File: config.mk
export PLATFORM = sky130hd
export DESIGN_NAME = io_control_unit
export DESIGN_NICKNAME = d
export VERILOG_FILES = /design/src/rtl/io_control_unit.sv
export SDC_FILE = /design/constraint.sdc
export NUM_CORES = 1
export LEC_CHECK = 0
export CORE_MARGIN = 2
export CORE_UTILIZATION = 35
export DETAILED_ROUTE_END_ITERATION = 6
export GPL_ROUTABILITY_DRIVEN = 0
export PLACE_DENSITY = 0.78
export SLEW_MARGIN = 20
export SYNTH_ARGS = -nofsm -noshare
export SYNTH_HDL_FRONTEND = slang
export SYNTH_SLANG_ARGS = --single-unit
File: constraint.sdc
create_clock -name clk -period 2.26 [get_ports clk]
set_input_delay 0.678 -clock clk [delete_from_list [all_inputs] [get_ports clk]]
set_output_delay 0.678 -clock clk [all_outputs]
set_load 0.01 [all_outputs]
File: src/rtl/io_control_unit.sv
// io_control_unit: Moore fetch/execute sequencer (clk, clr async active-low, IR, stop -> fetch/execute strobes, run, instr_count)
module io_control_unit (
  input  logic        clk,
  input  logic        clr,
  input  logic [31:0] IR,
  input  logic        stop,
  output logic        PCout,
  output logic        MARin,
  output logic        MDRin,
  output logic        Read,
  output logic        MDRout,
  output logic        IRin,
  output logic        PCin,
  output logic        IncPC,
  output logic        Gra,
  output logic        R_in,
  output logic        R_out,
  output logic        Yin,
  output logic        enableOutputPort,
  output logic        InPortout,
  output logic        HIout,
  output logic        LOout,
  output logic        run,
  output logic [15:0] instr_count
);
  typedef enum logic [2:0] {RESET, T0, T1, T2, T3, HALT} state_t;
  state_t state, nxt;
  logic [15:0] cnt;
  logic [4:0] op;
  logic is_out, is_in, is_hi, is_lo;
  logic unused_ir;
  assign op = IR[31:27];
  assign unused_ir = ^IR[26:0];
  assign is_out = op == 5'b10110;
  assign is_in = op == 5'b10101;
  assign is_hi = op == 5'b10111;
  assign is_lo = op == 5'b11000;
  assign instr_count = cnt;
  always_ff @(posedge clk or negedge clr)
    if (!clr) begin
      state <= RESET;
      cnt <= 16'h0000;
    end else begin
      state <= nxt;
      if (state == T3) cnt <= cnt + 16'd1;
    end
  always_comb begin
    nxt = state;
    {PCout, MARin, MDRin, Read, MDRout, IRin, PCin, IncPC} = '0;
    {Gra, R_in, R_out, Yin, enableOutputPort, InPortout, HIout, LOout} = '0;
    run = 1'b0;
    case (state)
      RESET: nxt = T0;
      T0: begin
        nxt = T1;
        run = 1'b1;
        PCout = 1'b1;
        MARin = 1'b1;
      end
      T1: begin
        nxt = T2;
        run = 1'b1;
        MDRin = 1'b1;
        Read = 1'b1;
      end
      T2: begin
        nxt = T3;
        run = 1'b1;
        MDRout = 1'b1;
        IRin = 1'b1;
        PCin = 1'b1;
        IncPC = 1'b1;
      end
      T3: begin
        nxt = (op == 5'b11010 || stop) ? HALT : T0;
        run = 1'b1;
        Gra = is_out | is_in | is_hi | is_lo;
        R_out = is_out;
        Yin = is_out;
        enableOutputPort = is_out;
        R_in = is_in | is_hi | is_lo;
        InPortout = is_in;
        HIout = is_hi;
        LOout = is_lo;
      end
      default: nxt = HALT;
    endcase
  end
endmodule

; After elaboration in Yosys (flattened, before gate mapping)
; Cells that the tools add are included.
[op_classes]
n_addsub = 1
reduce_logical = 3
bitwise = 5
n_eq_ne = 9
mux = 12
[ops]
columns = cell, n
row1 = $eq A5 B5 Y1 const B, 5
row2 = $add A16 B1 Y16 const B, 1
row3 = $pmux W3 S5, 1
row4 = $mux W1, 10
row5 = $eq A3 B2 Y1 const B, 2
row6 = $or A1 B1 Y1, 5
row7 = $reduce_or A4 Y1, 1
row8 = $eq A3 B1 Y1 const B, 1
row9 = $eq A3 B3 Y1 const B, 1
row10 = $logic_not A3 Y1, 1
row11 = $mux W3, 1
row12 = $logic_or A1 B1 Y1, 1
[word_totals]
ff_bits = 19

; Depth between registers and ports, before layout
; Gate-level depths: netlist of run 1.
[depth]
depth_word = 5
ltp_mapped = 5

; Worst setup path after synthesis of run 1
; OpenSTA, ideal clock, no wires.
[synth_path]
path_kind = reg2out
startpoint = register state[0]
endpoint = output port Yin
setup_slack_ps = -77
arrival_ps = 1659
path_stages_with_launch = 6
path_cell_list = dfrtp_1 > buf_6 > nor3b_2 > nand3_1 > nor3b_1 > buf_4
[synth_via]
elab_chain_cells = 2
[synth_rtl]
columns = element, line
row1 = start: declaration, 27  ; state_t state, nxt;
row2 = start signal: assignment, 44  ; state <= nxt;
row3 = $eq A3 B3 Y1, -
row4 = $mux W1, -
row5 = end: declaration, 18  ; output logic Yin,
; No other way between the ends.

; Worst setup path after layout of run 1
[layout_path]
startpoint = register state[0]
endpoint = output port R_out
[layout_via]
elab_chain_cells = 2
[layout_rtl]
columns = element, line
row1 = $eq A3 B3 Y1, 52  ; case (state)
row2 = $mux W1, 52
row3 = end: declaration, 17  ; output logic R_out,
; No other way between the ends.

==> flow_metrics.py, run 1 <==
metrics = {
    "setup_path": {
        "cp-start-kind": "flop",
        "worstPathRequired_ps": 1580,
        "crit_top_cell": "nor3b_4",
        "startpoint": "state[0]",
        "reg2reg_to": "instr_count[13]",
        "crit_path_cell_trace": "nor3b_4 > nand3_2 > nor3b_4 > buf_2",
        "arrival_ps": 1540,
        "crit_type": "reg2out",
        "cp_slowest_stage_delay_ps": 430,
        "cp_slowest_cell": "dfrtp_1",
        "cp-end-kind": "output port",
        "regToRegSetupSlack_ps": 430,
        "r2r_cells": 5,
        "r2r-start": "state[0]",
        "cp_max_fo": 3,
    },
    "power_and_ir_drop": {
        "power_density_nw_per_um2": 802,
        "static-leakage-power_uw": 0.000710,
        "vdd_drop_max_mv": 0.701,
        "finalPower_uw": 1210,
    },
    "sta": {
        "hold_viol": 0,
        "layout_worst_path_cycle_share_pct": 98.0,
        "fmax_mhz": 452,
        "finClkSkew_ps": 4.14,
        "slew_headroom_pct": 72.5,
        "setup_viol": 0,
        "period_minus_slack_ps": 2210,
        "rsz0062_at_grt": "true",
        "worst_slew_pin_slew_ps": 402,
        "slew_viol_final": 0,
    },
    "floorplan": {
        "die_h_um": 58.1,
        "initial_core_util_pct": 37.2,
        "rows": 19,
        "core_um2": 2760,
        "die_x_um": 58.1,
        "die_area_um2": 3380,
        "io_pins": 68,
    },
    "min_path": {
        "holdPathStages": 1,
        "hold_start": "instr_count[15]",
        "worstHoldPathType": "reg2reg",
        "holdPathEnd": "instr_count[15]",
    },
    "status": {
        "status": "finished clean",
    },
    "clock_network": {
        "cts.sinks": 19,
        "cts_tree": "yes",
        "hold_buffers": 0,
        "htreeDepth": 1,
        "numCtsBuffers": 3,
        "clk_pin_slew_worst_paths_ps": 100,
        "clkLatencyLatePin_ps": 290,
        "cts.path.max_buffers": 2,
        "clockRootBuffer": "clkbuf_4",
    },
    "global_routing": {
        "grt_use_total_pct": 15.1,
        "grt_start_max_net_pins": 20,
        "antenna_found_initial": 0,
        "grt_first_pass_wirelength_um": 3880,
        "grt_overflow_total": 0,
        "grt_pass1_vias": 880,
    },
    "logic_synthesis": {
        "syn_area_um2": 1020,
        "yosysTopAreaCell": "dfrtp_1",
        "syn_area_per_cell_um2": 10.0,
        "syn_nets": 138,
        "ys.warnings.count": 0,
        "ys_seq_area_share_pct": 46.4,
        "synth_cell_types": 25,
        "synth_top_cell_area_share_pct": 46.4,
        "synth-edff-count": 0,
        "async_reset_ff_share_pct": 100,
        "synthFlopType": "dfrtp_1",
        "synth_cells": 102,
        "yosysMostFrequentCell": "dfrtp_1",
        "synth_common_cells": "dfrtp_1, xnor2_1, nand2_1",
        "synth_area_leaders": "dfrtp_1, xnor2_1, buf_4",
        "synth_seq_cells": 19,
    },
    "route": {
        "drcViolationCount": 0,
        "drt-pass1-iter-count": 4,
        "drt-initial-drc-count": 22,
        "wl_per_cell_um": 13.6,
        "routed-via-count": 903,
        "drt_wl_total_um": 2430,
        "vias_per_cell": 5.04,
        "drtAntennaViolNets": 0,
    },
    "cells_and_area": {
        "nFillCells": 259,
        "antennaDiodeCount": 0,
        "final_nets": 185,
        "area_delta_synth_final_pct": 47.5,
        "final_cell_count_no_fill": 179,
        "layout-drive-gt1-share_pct": 26.4,
    },
    "place": {
        "dp.cells": 174,
        "portBuffers": 40,
        "hpwl_um": 1850,
    },
    "flow_run": {
        "maxCapViolations": 0,
    },
}
## cell families after synthesis
logic type | Yosys count | synth area share (%)
flip-flops | 19 | 46.4
adder cells (fa/ha/maj) | 1 | 1.22
AND/OR/NAND/NOR | 50 | 28.0
AO/OA/AOI/OAI | 5 | 2.81
XOR/XNOR | 17 | 14.5
buffers and inverters | 10 | 7.08
## sequential cells by signal, indices dropped and copies added, names as in the netlist
signal and cells:
instr_count 16, state 3
## metrics by stage
stage               hold slack [ps]  cell area (um^2)  util, %  setup TNS, ps  setup slack [ps]
floorplan                       382              1030        -              0              76.1
global placement                461              1480     53.5          -4890              -650
detailed placement              467              1480     53.5          -5230              -691
CTS                             486              1510     54.8              0              8.00
global route                    501              1510     54.8           -164             -38.9
finish                          476              1510     54.8              0              46.2
## metal layers
layer  up-vias  track usage, %  part of all wire [%]
met2        18            25.5                    52
li1        443               -                     -
met4         0            7.31                   1.4
met3         4            2.68                   4.6
met1       438            18.6                    42
met5         -               0                     0
## power by group
part / switching, uW / internal [uW] / leakage, uW
combinational: 269 / 284 / 0.000440
clock: 99.2 / 65.9 / 0.0000177
sequential: 92.0 / 402 / 0.000252
total: 460 / 752 / 0.000710
## layout make-up
cell class,instances,area (um^2),area share [%]
Inverter,1,3.75,0.248
Sequential cell,19,475,31.5
Timing Repair Buffer,51,419,27.7
Clock buffer,3,22.5,1.49
Tap cell,31,38.8,2.57
Multi-Input combinational cell,73,547,36.2
Clock inverter,1,5.00,0.331
## how the worst max path moves through the flow
stage	to	cells after the start	slack, ps
3_5_place_dp	R_out	5	-690
2_1_floorplan	Yin	5	80
4_1_cts	R_out	4	8
6_report	R_out	4	50
5_1_grt	Yin	4	-40
3_3_place_gp	LOout	5	-650
## cell usage in the layout, fill, tap and decap left out, types with 2 or more instances in the layout
cell and n:
nand3_1 8, clkdlybuf4s50_1 18, and4_1 2, and3_1 4, a21oi_1 2, clkbuf_4 3, dfrtp_1 19, clkbuf_2 3
buf_2 9, buf_4 9, nor3b_4 2, xnor2_1 15, buf_6 2, xor2_1 2, dlygate4sd2_1 9, nor2_1 8
nand2_1 9, nand4_1 6
## timing repair
action / CTS / global route
setup buffers: 0 / 1
resized for setup: 61 / 11
pin swaps: 5 / 8
endpoints found under the setup margin: 17 / 8
## worst max-delay path: cells and delay by family (launching register included)
kind / cells / cell delay (ps)
and+or+nand+nor: 3 / 640
DFF: 1 / 430
buffers and inverters: 1 / 170
Power figures use the tool's default switching activity.
==> inputs of run 2 (changes only) <==
==> constraint.sdc (replaced) <==
create_clock -name clk -period 2.26 [get_ports clk]
set_input_delay 0.678 -clock clk [delete_from_list [all_inputs] [get_ports clk]]
set_output_delay 0.678 -clock clk [all_outputs]
set_load 0.05 [all_outputs]
==> flow_metrics.py, run 2 (synthesis results as in run 1) <==
metrics = {
    "cells_and_area": {
        "largest_register_ffs": 16,
        "mostFrequentLayoutCells": "dfrtp_1, buf_12, xnor2_1, buf_4, nand2_1",
        "nFillCells": 221,
        "layout-drive-gt1-share_pct": 40.4,
        "final_cell_count_no_fill": 177,
        "antennaDiodeCount": 0,
        "design_area_um2": 1760,
        "final_nets": 183,
        "area_delta_synth_final_pct": 71.9,
        "final_core_util_pct": 63.9,
    },
    "setup_path": {
        "r2r-start": "state[0]",
        "reg2reg_to": "instr_count[11]",
        "cp-end-kind": "output port",
        "regToRegSetupSlack_ps": 400,
        "worstPathRequired_ps": 1580,
        "crit_type": "reg2out",
        "cp_max_fo": 3,
        "cp-start-kind": "flop",
        "arrival_ps": 1640,
        "r2r_cells": 5,
    },
    "sta": {
        "worst_slew_pin_slew_ps": 519,
        "setup_viol": 6,
        "hold_viol": 0,
        "finClkSkew_ps": 3.41,
        "slew_headroom_pct": 65.4,
        "fin_ws_ps": -62.2,
        "slew_viol_final": 0,
        "period_minus_slack_ps": 2320,
        "layout_worst_path_cycle_share_pct": 103,
        "fmax_mhz": 431,
        "rsz0062_at_grt": "true",
    },
    "clock_network": {
        "hold_buffers": 0,
        "clk_pin_slew_worst_paths_ps": 110,
        "cts_tree": "yes",
        "clockRootBuffer": "clkbuf_4",
        "clkLatencyLatePin_ps": 310,
        "cts.path.max_buffers": 2,
        "cts.sinks": 19,
        "numCtsBuffers": 3,
        "htreeDepth": 1,
    },
    "route": {
        "met1Wirelength_um": 950,
        "wl_per_cell_um": 14.1,
        "drt_wl_total_um": 2490,
        "vias_per_cell": 5.19,
        "wl_met3_um": 147,
        "topRoutingLayerUsed": "met4",
        "drcViolationCount": 0,
        "routed-via-count": 918,
        "drt-pass1-iter-count": 4,
        "drt-initial-drc-count": 11,
        "dr_wl_met2_um": 1360,
        "drtAntennaViolNets": 0,
    },
    "status": {
        "status": "finished, violations left",
        "violations": "setup timing",
    },
    "floorplan": {
        "io_pins": 68,
        "die_area_um2": 3380,
        "die_x_um": 58.1,
        "core_um2": 2760,
        "initial_core_util_pct": 37.2,
        "rows": 19,
        "die_h_um": 58.1,
    },
    "power_and_ir_drop": {
        "power_density_nw_per_um2": 995,
        "static-leakage-power_uw": 0.000849,
        "vdd_drop_max_mv": 0.772,
        "finalPower_uw": 1750,
    },
    "global_routing": {
        "antenna_found_initial": 0,
        "grt_use_total_pct": 16.5,
        "grt_pass1_vias": 942,
        "grt_overflow_total": 0,
        "grt_start_max_net_pins": 20,
        "grt_first_pass_wirelength_um": 4310,
    },
    "min_path": {
        "hold_start": "instr_count[15]",
        "worstHoldPathType": "reg2reg",
        "holdPathStages": 1,
        "holdPathEnd": "instr_count[15]",
    },
    "flow_run": {
        "maxCapViolations": 0,
    },
    "place": {
        "hpwl_um": 1820,
        "portBuffers": 40,
        "dp.cells": 170,
        "place_area_um2": 1640,
    },
}
run 2: cell count changes in the layout (fill, tap and decap cells not counted), moves of 5 or more:
| cell | before | now |
|---|---|---|
| buf_12 | 0 | 17 |
| clkdlybuf4s50_1 | 18 | 5 |
| buf_2 | 9 | 1 |
| dlygate4sd2_1 | 9 | 1 |
| buf_4 | 9 | 14 |
| dlymetal6s2s_1 | 0 | 5 |
run 2: per-layer routing:
| layer | GRT usage, % | up-vias |
|---|---|---|
| met5 | 0 | - |
| met4 | 6.98 | 0 |
| met3 | 2.23 | 5 |
| met2 | 30.4 | 30 |
| met1 | 19.1 | 448 |
| li1 | - | 435 |
run 2: worst max-delay path by stage:
stage	startpoint	endpoint	slack, ps	cells past startpoint
global placement	IR[28]	enableOutputPort	-370	5
detailed placement	IR[28]	enableOutputPort	-410	5
global route	state[0]	InPortout	-120	4
finish	state[0]	enableOutputPort	-60	5
CTS	state[0]	enableOutputPort	-60	5
floorplan	state[1]	Yin	-230	5
run 2: cell type report:
type / instances / area (um^2) / area share, %
clock buffers: 3 / 22.5 / 1.28
clock inverters: 1 / 5.00 / 0.284
inverters: 1 / 3.75 / 0.213
multi-input cells: 73 / 582 / 33.0
flip-flops and latches: 19 / 478 / 27.1
well taps: 31 / 38.8 / 2.20
repair buffers: 49 / 632 / 35.9
run 2: through the flow:
step | setup TNS, ps | setup slack, ps | hold WS, ps
6_report | -284 | -62.2 | 479
5_1_grt | -742 | -119 | 515
4_1_cts | -288 | -63.0 | 486
3_5_place_dp | -2980 | -406 | 471
3_3_place_gp | -2770 | -375 | 464
2_1_floorplan | -530 | -228 | 382
run 2: power breakdown:
| part | switching, uW | internal [uW] | total [uW] |
|---|---|---|---|
| Sequential | 91.0 | 405 | 496 |
| Combinational | 634 | 446 | 1080 |
| Clock | 109 | 66.3 | 176 |
| Total | 835 | 918 | 1750 |
run 2: worst max-delay path, cell delays in order (launching register included):
cell and delay, ps:
dfrtp_2 440, nor3b_4 290, nand3_4 120, nor3b_4 200, buf_6 150, buf_12 130
run 2: timing repair:
action / in CTS / in global routing
setup endpoints to repair: 13 / 19
gates resized for setup: 26 / 11
pin swaps: 8 / 1
setup buffers: 3 / 0
==> inputs of run 3 (changes only) <==
--- a/config.mk
+++ b/config.mk
@@ -10,6 +10,7 @@
 export DETAILED_ROUTE_END_ITERATION = 6
 export GPL_ROUTABILITY_DRIVEN = 0
 export PLACE_DENSITY = 0.78
+export REMOVE_ABC_BUFFERS = 1
 export SLEW_MARGIN = 20
 export SYNTH_ARGS = -nofsm -noshare
 export SYNTH_HDL_FRONTEND = slang
==> flow_metrics.py, run 3 (synthesis results as in run 1) <==
metrics = {
    "cells_and_area": {
        "final_nets": 192,
        "mostFrequentLayoutCells": "dfrtp_1, buf_4, buf_12, xnor2_1, nand3_1",
        "area_delta_synth_final_pct": 79.4,
        "layout-drive-gt1-share_pct": 42.6,
        "final_cell_count_no_fill": 186,
        "final_common_cell": "dfrtp_1",
        "largest_register_ffs": 16,
        "antennaDiodeCount": 0,
    },
    "global_routing": {
        "grt_start_max_net_pins": 20,
        "grt_overflow_total": 0,
        "grt_first_pass_wirelength_um": 4260,
        "grt_use_total_pct": 16.4,
        "grt_pass1_vias": 961,
        "antenna_found_initial": 0,
    },
    "clock_network": {
        "cts.sinks": 19,
        "clkLatencyLatePin_ps": 310,
        "cts.path.max_buffers": 2,
        "clk_pin_slew_worst_paths_ps": 110,
        "numCtsBuffers": 3,
        "clockRootBuffer": "clkbuf_4",
        "htreeDepth": 1,
        "cts_tree": "yes",
        "hold_buffers": 0,
    },
    "route": {
        "drt-pass1-iter-count": 4,
        "drcViolationCount": 0,
        "vias_per_cell": 5.17,
        "drt_wl_total_um": 2700,
        "routed-via-count": 962,
        "drt-initial-drc-count": 19,
        "drtAntennaViolNets": 0,
        "wl_per_cell_um": 14.5,
    },
    "setup_path": {
        "crit_type": "reg2out",
        "worstPathRequired_ps": 1580,
        "cp-end-kind": "output port",
        "arrival_ps": 1660,
        "cp_max_fo": 3,
        "r2r_cells": 6,
        "cp-start-kind": "flop",
    },
    "sta": {
        "finClkSkew_ps": 8.33,
        "fin_ws_ps": -76.4,
        "layout_worst_path_cycle_share_pct": 103,
        "slew_headroom_pct": 65.7,
        "fmax_mhz": 428,
        "setup_viol": 6,
        "slew_viol_final": 0,
        "period_minus_slack_ps": 2340,
        "rsz0062_at_grt": "true",
        "hold_viol": 0,
        "worst_slew_pin_slew_ps": 514,
    },
    "min_path": {
        "holdPathStages": 1,
        "worstHoldPathType": "reg2reg",
    },
    "floorplan": {
        "die_h_um": 58.1,
        "io_pins": 68,
        "rows": 19,
        "initial_core_util_pct": 37.2,
        "die_area_um2": 3380,
        "core_um2": 2760,
        "die_x_um": 58.1,
    },
    "place": {
        "hpwl_um": 1910,
        "dp.cells": 178,
        "portBuffers": 40,
    },
    "status": {
        "status": "finished, violations left",
        "violations": "setup timing",
    },
    "power_and_ir_drop": {
        "static-leakage-power_uw": 0.000915,
        "power_density_nw_per_um2": 977,
        "finalPower_uw": 1800,
        "vdd_drop_max_mv": 0.746,
    },
    "flow_run": {
        "maxCapViolations": 0,
    },
}
run 3: cell count changes in the layout (fill, tap and decap cells not counted), sizes merged:
cell and change:
buf +9, clkdlybuf4s15 -3, clkbuf +2, dlygate4sd2 +2, clkinv -1
run 3: routing by layer:
| layer | up-vias | global-route usage, % | part of all wire (%) |
|---|---|---|---|
| met5 | - | 0 | 0 |
| met3 | 5 | 2.90 | 5.0 |
| li1 | 458 | - | - |
| met1 | 467 | 18.4 | 37 |
| met4 | 0 | 7.64 | 2.0 |
| met2 | 32 | 29.9 | 56 |
run 3: worst paths after layout:
path                                 startpoint         endpoint  slack, ps
max in group asynchronous                   clr   instr_count[3]       1370
worst max register to register         state[1]  instr_count[15]        310
worst min-delay path            instr_count[15]  instr_count[15]        490
worst min register to register  instr_count[15]  instr_count[15]        490
worst max-delay path                   state[0]            R_out        -80
min in group asynchronous                   clr   instr_count[7]        690
run 3: report_power, final:
group	leakage (uW)	total (uW)	switching [uW]	internal, uW
sequential	0.000252	494	92.4	402
combinational	0.000648	1120	638	483
clock	0.0000150	180	111	69.1
run 3: layout make-up:
type | count | area [um^2]
multi-input cells | 73 | 598
flip-flops and latches | 19 | 475
inverters | 1 | 3.75
repair buffers | 58 | 696
fillers | 210 | 920
well taps | 31 | 38.8
clock buffers | 4 | 26.3
run 3: worst max-delay path, stage by stage, from the launching register on:
cell	delay, ps
dfrtp_1	440
nor3b_4	290
nand3_2	130
nor3b_2	170
buf_4	180
buf_12	140
run 3: stage by stage:
| stage | utilization, % | hold WS [ps] | setup WS, ps | setup TNS [ps] | area [um^2] |
|---|---|---|---|---|---|
| floorplan | - | 382 | -2690 | -17460 | 956 |
| global placement | 60.1 | 463 | -385 | -2740 | 1660 |
| detailed placement | 60.1 | 490 | -453 | -3040 | 1660 |
| CTS | 63.3 | 506 | -56.5 | -245 | 1750 |
| global route | 66.7 | 528 | -145 | -811 | 1840 |
| finish | 66.7 | 493 | -76.4 | -339 | 1840 |
run 3: what timing repair did:
| action | 4_1_cts | 5_1_grt |
|---|---|---|
| setup buffers | 1 | 3 |
| resized for setup | 37 | 21 |
| setup endpoints to repair | 13 | 13 |
| pin swaps | 10 | 11 |
| gates cloned | 0 | 0 |
